$ cat config.mk
export PLATFORM = sky130hd
export DESIGN_NAME = vm_event_timer_flat
export DESIGN_NICKNAME = d
export VERILOG_FILES = /design/src/rtl/vm_event_timer_if.sv /design/src/rtl/vm_event_timer.sv /design/src/flat_wrapper.sv
export SDC_FILE = /design/constraint.sdc
export NUM_CORES = 1
export LEC_CHECK = 0
export BUFFER_PORTS_ARGS = -buffer_cell sky130_fd_sc_hd__buf_2
export CORE_AREA = 2 2 78 80
export CTS_BUF_LIST = sky130_fd_sc_hd__clkbuf_8
export DETAILED_ROUTE_END_ITERATION = 7
export DIE_AREA = 0 0 80 82
export PLACE_DENSITY = 0.44
export SKIP_LAST_GASP = 1
export SLEW_MARGIN = 20
export SYNTH_ARGS = -nofsm -noshare
export SYNTH_HDL_FRONTEND = slang
export SYNTH_SLANG_ARGS = --single-unit
$ cat constraint.sdc
create_clock -name clk_p -period 2.85 [get_ports clk_p]
set_input_delay 0.57 -clock clk_p [delete_from_list [all_inputs] [get_ports clk_p]]
set_output_delay 0.57 -clock clk_p [all_outputs]
set_load 0.03 [all_outputs]
$ cat src/rtl/vm_event_timer_if.sv
// vm_event_timer_if: control/status bundle of the line-clock event timer.
// Carries freq_sel, mode, evnt_ack, timer_button in; tick, evnt, timer_status, overrun out.
interface vm_event_timer_if;
    logic freq_sel;
    logic mode;
    logic evnt_ack;
    logic timer_button;
    logic tick;
    logic evnt;
    logic timer_status;
    logic overrun;

    modport master (
        output freq_sel,
        output mode,
        output evnt_ack,
        output timer_button,
        input  tick,
        input  evnt,
        input  timer_status,
        input  overrun
    );

    modport slave (
        input  freq_sel,
        input  mode,
        input  evnt_ack,
        input  timer_button,
        output tick,
        output evnt,
        output timer_status,
        output overrun
    );
endinterface

$ cat src/rtl/vm_event_timer.sv
// vm_event_timer: periodic line-clock interrupt request with debounced enable button.
// Ports: clk_p, rst_n (async, active-low), bus (slave side of vm_event_timer_if).
module vm_event_timer #(
    parameter int unsigned DIV_A      = 2000000,
    parameter int unsigned DIV_B      = 1666667,
    parameter int unsigned CNT_W      = 21,
    parameter int unsigned PULSE_W    = 1,
    parameter int unsigned DEB_DEPTH  = 2,
    parameter bit          TIMER_INIT = 1'b1
) (
    input  logic           clk_p,
    input  logic           rst_n,
    vm_event_timer_if.slave bus
);

    localparam logic [CNT_W-1:0] LIM_A = CNT_W'(DIV_A - 1);
    localparam logic [CNT_W-1:0] LIM_B = CNT_W'(DIV_B - 1);
    localparam int unsigned      PW_W  = $clog2(PULSE_W + 1);
    localparam logic [PW_W-1:0]  PW_LD = PW_W'(PULSE_W - 1);

    // ---------------- divider ----------------
    logic [CNT_W-1:0] cnt_q;
    logic [CNT_W-1:0] cnt_nxt;
    logic [CNT_W-1:0] lim;
    logic [CNT_W-1:0] lim_nxt;
    logic             sel_q;
    logic             sel_nxt;
    logic             wrap;
    logic             tick_q;

    assign lim     = sel_q ? LIM_B : LIM_A;
    assign wrap    = (cnt_q == lim);
    assign cnt_nxt = wrap ? '0 : cnt_q + 1'b1;
    // The divisor is only re-selected at the wrap, so no period is cut short.
    assign sel_nxt = wrap ? bus.freq_sel : sel_q;
    assign lim_nxt = sel_nxt ? LIM_B : LIM_A;

    // tick is registered: it is raised for the cycle in which the counter
    // sits on its terminal value, by looking one count ahead.
    always_ff @(posedge clk_p or negedge rst_n) begin
        if (!rst_n) begin
            cnt_q  <= '0;
            sel_q  <= 1'b0;
            tick_q <= 1'b0;
        end else begin
            cnt_q  <= cnt_nxt;
            sel_q  <= sel_nxt;
            tick_q <= (cnt_nxt == lim_nxt);
        end
    end

    // ---------------- button ----------------
    logic                 sync1_q;
    logic                 sync2_q;
    logic [DEB_DEPTH-1:0] sh_q;
    logic [DEB_DEPTH:0]   sh_cat;
    logic [DEB_DEPTH-1:0] sh_nxt;
    logic                 armed_q;
    logic                 status_q;

    assign sh_cat = {sh_q, sync2_q};
    assign sh_nxt = sh_cat[DEB_DEPTH-1:0];

    always_ff @(posedge clk_p or negedge rst_n) begin
        if (!rst_n) begin
            sync1_q <= 1'b0;
            sync2_q <= 1'b0;
        end else begin
            sync1_q <= bus.timer_button;
            sync2_q <= sync1_q;
        end
    end

    // Debounce samples once per tick; a stable-high run toggles the enable
    // once, and it must see a stable-low run before it can toggle again.
    always_ff @(posedge clk_p or negedge rst_n) begin
        if (!rst_n) begin
            sh_q     <= '0;
            armed_q  <= 1'b1;
            status_q <= TIMER_INIT;
        end else if (tick_q) begin
            sh_q <= sh_nxt;
            if ((&sh_nxt) && armed_q) begin
                status_q <= ~status_q;
                armed_q  <= 1'b0;
            end else if (~|sh_nxt) begin
                armed_q <= 1'b1;
            end
        end
    end

    // ---------------- request ----------------
    logic [PW_W-1:0] pcnt_q;
    logic [PW_W-1:0] pcnt_nxt;
    logic            evnt_q;
    logic            evnt_nxt;
    logic            ovr_q;
    logic            ovr_nxt;

    always_comb begin
        pcnt_nxt = pcnt_q;
        evnt_nxt = evnt_q;
        ovr_nxt  = ovr_q;
        if (!status_q) begin
            // Disabled: drop any request; overrun stays until acknowledged.
            pcnt_nxt = '0;
            evnt_nxt = 1'b0;
            if (bus.mode && bus.evnt_ack) begin
                ovr_nxt = 1'b0;
            end
        end else if (!bus.mode) begin
            if (tick_q) begin
                evnt_nxt = 1'b1;
                pcnt_nxt = PW_LD;
            end else if (pcnt_q != '0) begin
                pcnt_nxt = pcnt_q - 1'b1;
            end else begin
                evnt_nxt = 1'b0;
            end
        end else begin
            pcnt_nxt = '0;
            if (tick_q) begin
                evnt_nxt = 1'b1;
                if (bus.evnt_ack) begin
                    ovr_nxt = 1'b0;
                end else if (evnt_q) begin
                    ovr_nxt = 1'b1;
                end
            end else if (bus.evnt_ack) begin
                evnt_nxt = 1'b0;
                ovr_nxt  = 1'b0;
            end
        end
    end

    always_ff @(posedge clk_p or negedge rst_n) begin
        if (!rst_n) begin
            pcnt_q <= '0;
            evnt_q <= 1'b0;
            ovr_q  <= 1'b0;
        end else begin
            pcnt_q <= pcnt_nxt;
            evnt_q <= evnt_nxt;
            ovr_q  <= ovr_nxt;
        end
    end

    assign bus.tick         = tick_q;
    assign bus.evnt         = evnt_q;
    assign bus.timer_status = status_q;
    assign bus.overrun      = ovr_q;

endmodule

$ cat src/flat_wrapper.sv
// flat-port wrapper written by rule: the top's interface ports become plain ports
module vm_event_timer_flat 
#(
    parameter int unsigned DIV_A      = 2000000,
    parameter int unsigned DIV_B      = 1666667,
    parameter int unsigned CNT_W      = 21,
    parameter int unsigned PULSE_W    = 1,
    parameter int unsigned DEB_DEPTH  = 2,
    parameter bit          TIMER_INIT = 1'b1
)
  (clk_p, rst_n, bus_freq_sel, bus_mode, bus_evnt_ack, bus_timer_button, bus_tick, bus_evnt, bus_timer_status, bus_overrun);
  vm_event_timer_if bus_i ();
  input  logic clk_p;
  input  logic rst_n;
  input wire logic [$bits(bus_i.freq_sel)-1:0] bus_freq_sel;
  input wire logic [$bits(bus_i.mode)-1:0] bus_mode;
  input wire logic [$bits(bus_i.evnt_ack)-1:0] bus_evnt_ack;
  input wire logic [$bits(bus_i.timer_button)-1:0] bus_timer_button;
  output wire logic [$bits(bus_i.tick)-1:0] bus_tick;
  output wire logic [$bits(bus_i.evnt)-1:0] bus_evnt;
  output wire logic [$bits(bus_i.timer_status)-1:0] bus_timer_status;
  output wire logic [$bits(bus_i.overrun)-1:0] bus_overrun;
  assign bus_i.freq_sel = bus_freq_sel;
  assign bus_i.mode = bus_mode;
  assign bus_i.evnt_ack = bus_evnt_ack;
  assign bus_i.timer_button = bus_timer_button;
  assign bus_tick = bus_i.tick;
  assign bus_evnt = bus_i.evnt;
  assign bus_timer_status = bus_i.timer_status;
  assign bus_overrun = bus_i.overrun;
  vm_event_timer #(.DIV_A(DIV_A), .DIV_B(DIV_B), .CNT_W(CNT_W), .PULSE_W(PULSE_W), .DEB_DEPTH(DEB_DEPTH), .TIMER_INIT(TIMER_INIT)) u_core (.clk_p(clk_p), .rst_n(rst_n), .bus(bus_i));
endmodule
==> summary.txt <==
Timing
  • Fin. Hold Viols: 0
  • Least-Margin Pin Slew: around 670 ps
  • Period utilization: around 90%
  • Max-slew violation count: 0
  • RSZ-0062 raised after global routing: no
  • Slew HR: ~55%
  • Min cycle time layout: between 2000 and 3000 ps
  • Highest Clock Rate: 391.7 MHz
  • Final setup vio count: 0
  • Clk_skew: ~5.5 ps
  • Fin Setup TNS: 0 ps

Synth
  • Yosys cell types: 42
  • Post-synthesis cell count: ~170
  • Post-Syn Nets: 180
  • Sequential share of the synthesized area: ~45%
  • Most frequent cell after synthesis: dfrtp_1
  • Most common library cells after synthesis: 28 x dfrtp_1, 24 x nor2_1, 12 x nand2_1
  • Synth Area per Inst: around 9.6 um^2
  • Post-synth top area share: between 40 and 50%
  • Cell taking the most area after synthesis: dfrtp_1
  • Fraction of registers with async set or reset after synthesis: 100.0%
  • Mapped cell area: 1659 um^2
  • Ys flop type: dfrtp_1
  • Largest cells by area after synthesis: dfrtp_1 42%, nor2_1 5.4%, xnor2_1 5.3%, xor2_1 5.3%, nand4_1 3.8%
  • Yosys reg bits: 30
  • Syn. warnings: 0
  • Post-synth EDFFs: 0

Worst setup path
  • Crit path launch type: flip-flop
  • CP arrival: between 2000 and 3000 ps
  • RR Startpoint: u_core.cnt_q[0]
  • R2R depth: 7
  • Worst Path Max Fanout: 7
  • Worst path required time: between 3000 and 4000 ps
  • Worst r2r dst: u_core.bus.tick
  • CP endpoint kind: flip-flop
  • Crit path kind: flip-flop to flip-flop
  • Reg2Reg Setup Slack: between 200 and 300 ps

Floorplanning
  • Num rows: 28
  • Die width: 80 um
  • Core area: 5746 um^2
  • Die span in y: approximately 82 um
  • I/O pins: 10
  • Starting Density: a little under 30%
  • Total die area: about 6600 um^2

Routing
  • ANT nets after route: 0
  • Via count: 1305
  • DRC violations left: 0
  • Detailed Routing Iterations Pass 1: 4
  • Drt wl/cell: roughly 14 um
  • Via density: roughly 5.1
  • Final wirelength: approximately 3700 um
  • Detailed Route Iter0 Violations: 99

GRT
  • Initial antenna violation count: 0
  • Total track usage: about an eighth
  • First-pass GRT wire length: between 6000 and 7000 um
  • Vias in the first global route: about 1.2k
  • Largest net degree at the start of global routing: 31
  • GR Overflow Total: 0

Placed design
  • Dpl hpwl: 2716 um
  • DP Area: approximately 1800 um^2
  • Placed Instances: between 200 and 250
  • Final Wtd Congestion: 0.8763
  • Buffers on Ports: 9

Layout
  • Final Core Density: between 30% and 40%
  • Filler cells: ~600
  • Layout cells sized above 1: 15.93%
  • Fin area: ~1900 um^2
  • Final cell count without fillers: between 200 and 300
  • Diodes inserted: 0
  • P&R area growth vs syn: 15.46%
  • Final #Nets: between 150 and 200

Pwr
  • Seq pwr share: between 40% and 50%
  • P per Cell Area: ~510 nW/um^2
  • Combinational Power Share: about 1.2%
  • Sw power: around 170 uW
  • Clk network pwr share: between 50% and 60%
  • Cell-internal power: ~800 uW
  • Sw frac: between 10% and 20%
  • Peak supply drop: between 0.3 and 0.4 mV
  • Final Total Pwr: 972.9 uW
  • Leakage: 0.7857 nW

Worst hold path
  • HP Class: input pin to asynchronous set/reset pin

Clock network
  • Clk slew on worst S/H paths: around 70 ps
  • TritonCTS Buffers: 5
  • Bufs on Longest Clock Path: 2
  • CTS root buffer: clkbuf_8
  • CTS resizes: 0
  • H-tree Lvls: 2
  • Setup Fix Bufs, Post-CTS: 0
  • CTS tree: done
  • # clock sinks: 30
  • Clock Latency Late Sink: 280 ps
  • Hold-fix buffers, CTS: 0

Outcome
  • Outcome: finished, final reports clean

Run
  • Max_cap viols: 0
layer usage:
layer  part of all wire (%)  wire, um  vias to the layer above  global-route usage [%]
met5                      0         0                        -                       0
met4                    1.3        46                        0                   5.593
met3                    5.1       189                        5                   3.297
met2                     48      1767                       38                   20.33
met1                     45      1673                      632                   16.33
li1                       -         -                      630                       -
state kept, by name, summed over array words and instances (netlist names):
register	cells
u_core.cnt_q	21
u_core.armed_q	1
u_core.bus.evnt	1
u_core.bus.overrun	1
u_core.bus.tick	1
u_core.bus.timer_status	1
u_core.sel_q	1
u_core.sh_q	1
u_core.sync1_q	1
u_core.sync2_q	1
logic make-up after synthesis:
| group | synth area share, % |
|---|---|
| and+or+nand+nor | 29.34 |
| muxes | 2.564 |
| buffers and inverters | 3.619 |
| adders and majority gates | 0.7540 |
| DFF | 45.40 |
| AOI/OAI and AO/OA | 7.769 |
| xor gates and xnor gates | 10.56 |
final cells by class:
cell class	count	area (um^2)	share of cell area, %
multi-input combinational	129	850.8	44.42
clock inverter	2	60.06	3.135
tap	75	93.84	4.899
sequential	30	753.2	39.32
timing repair buffer	11	60.06	3.135
inverter	4	15.01	0.7838
clock buffer	6	82.58	4.311
worst max path at each step:
stage / from / endpoint / depth (start not counted)
5_1_grt: u_core.cnt_q[0] / u_core.bus.tick / 7
6_report: u_core.cnt_q[0] / u_core.bus.tick / 7
3_3_place_gp: u_core.cnt_q[0] / u_core.bus.tick / 7
3_5_place_dp: u_core.cnt_q[0] / u_core.bus.tick / 7
2_1_floorplan: u_core.cnt_q[0] / u_core.bus.tick / 7
4_1_cts: u_core.cnt_q[0] / u_core.bus.tick / 7
worst max-delay path, stage by stage, from the launching register on:
cell	delay, ps
dfrtp_1	440
ha_1	310
and4_1	280
nand2_1	90
xor2_1	170
a2111o_1	400
or4_1	490
nor4b_2	280
placed cells by master (no fill, tap or decap), drive strengths merged:
cell,count
a2111o,1
a211o,1
a211oi,1
a21oi,3
a221oi,1
a41oi,3
and2,1
and3,2
and4,1
buf,11
bufinv,2
clkbuf,6
dfrtp,28
dfstp,2
ha,1
inv,4
mux2,2
mux2i,2
nand2,12
nand2b,1
nand3,10
nand3b,1
nand4,12
nand4b,1
nor2,24
nor2b,3
nor3,7
nor3b,3
nor4,4
nor4b,1
nor4bb,1
o21a,1
o21ai,6
o22ai,1
o31ai,1
or4,1
xnor2,10
xor2,10
power groups by stage:
stage	clock (mW)	sequential (mW)	combinational (mW)
finish	0.533	0.428	0.0117
global route	0.571	0.428	0.0142
CTS	0.551	0.428	0.0127
detailed placement	0	0.436	0.0127
global placement	0	0.436	0.0121
floorplan	0	0.436	0.0000838
metrics by stage:
step	worst slack (ps)	hold WS (ps)
floorplan	544.9	274.4
global placement	411.9	333.6
detailed placement	342.8	337.1
CTS	299.3	344.4
global route	127.4	364.8
finish	296.7	320.8
Power figures use the tool's default switching activity.
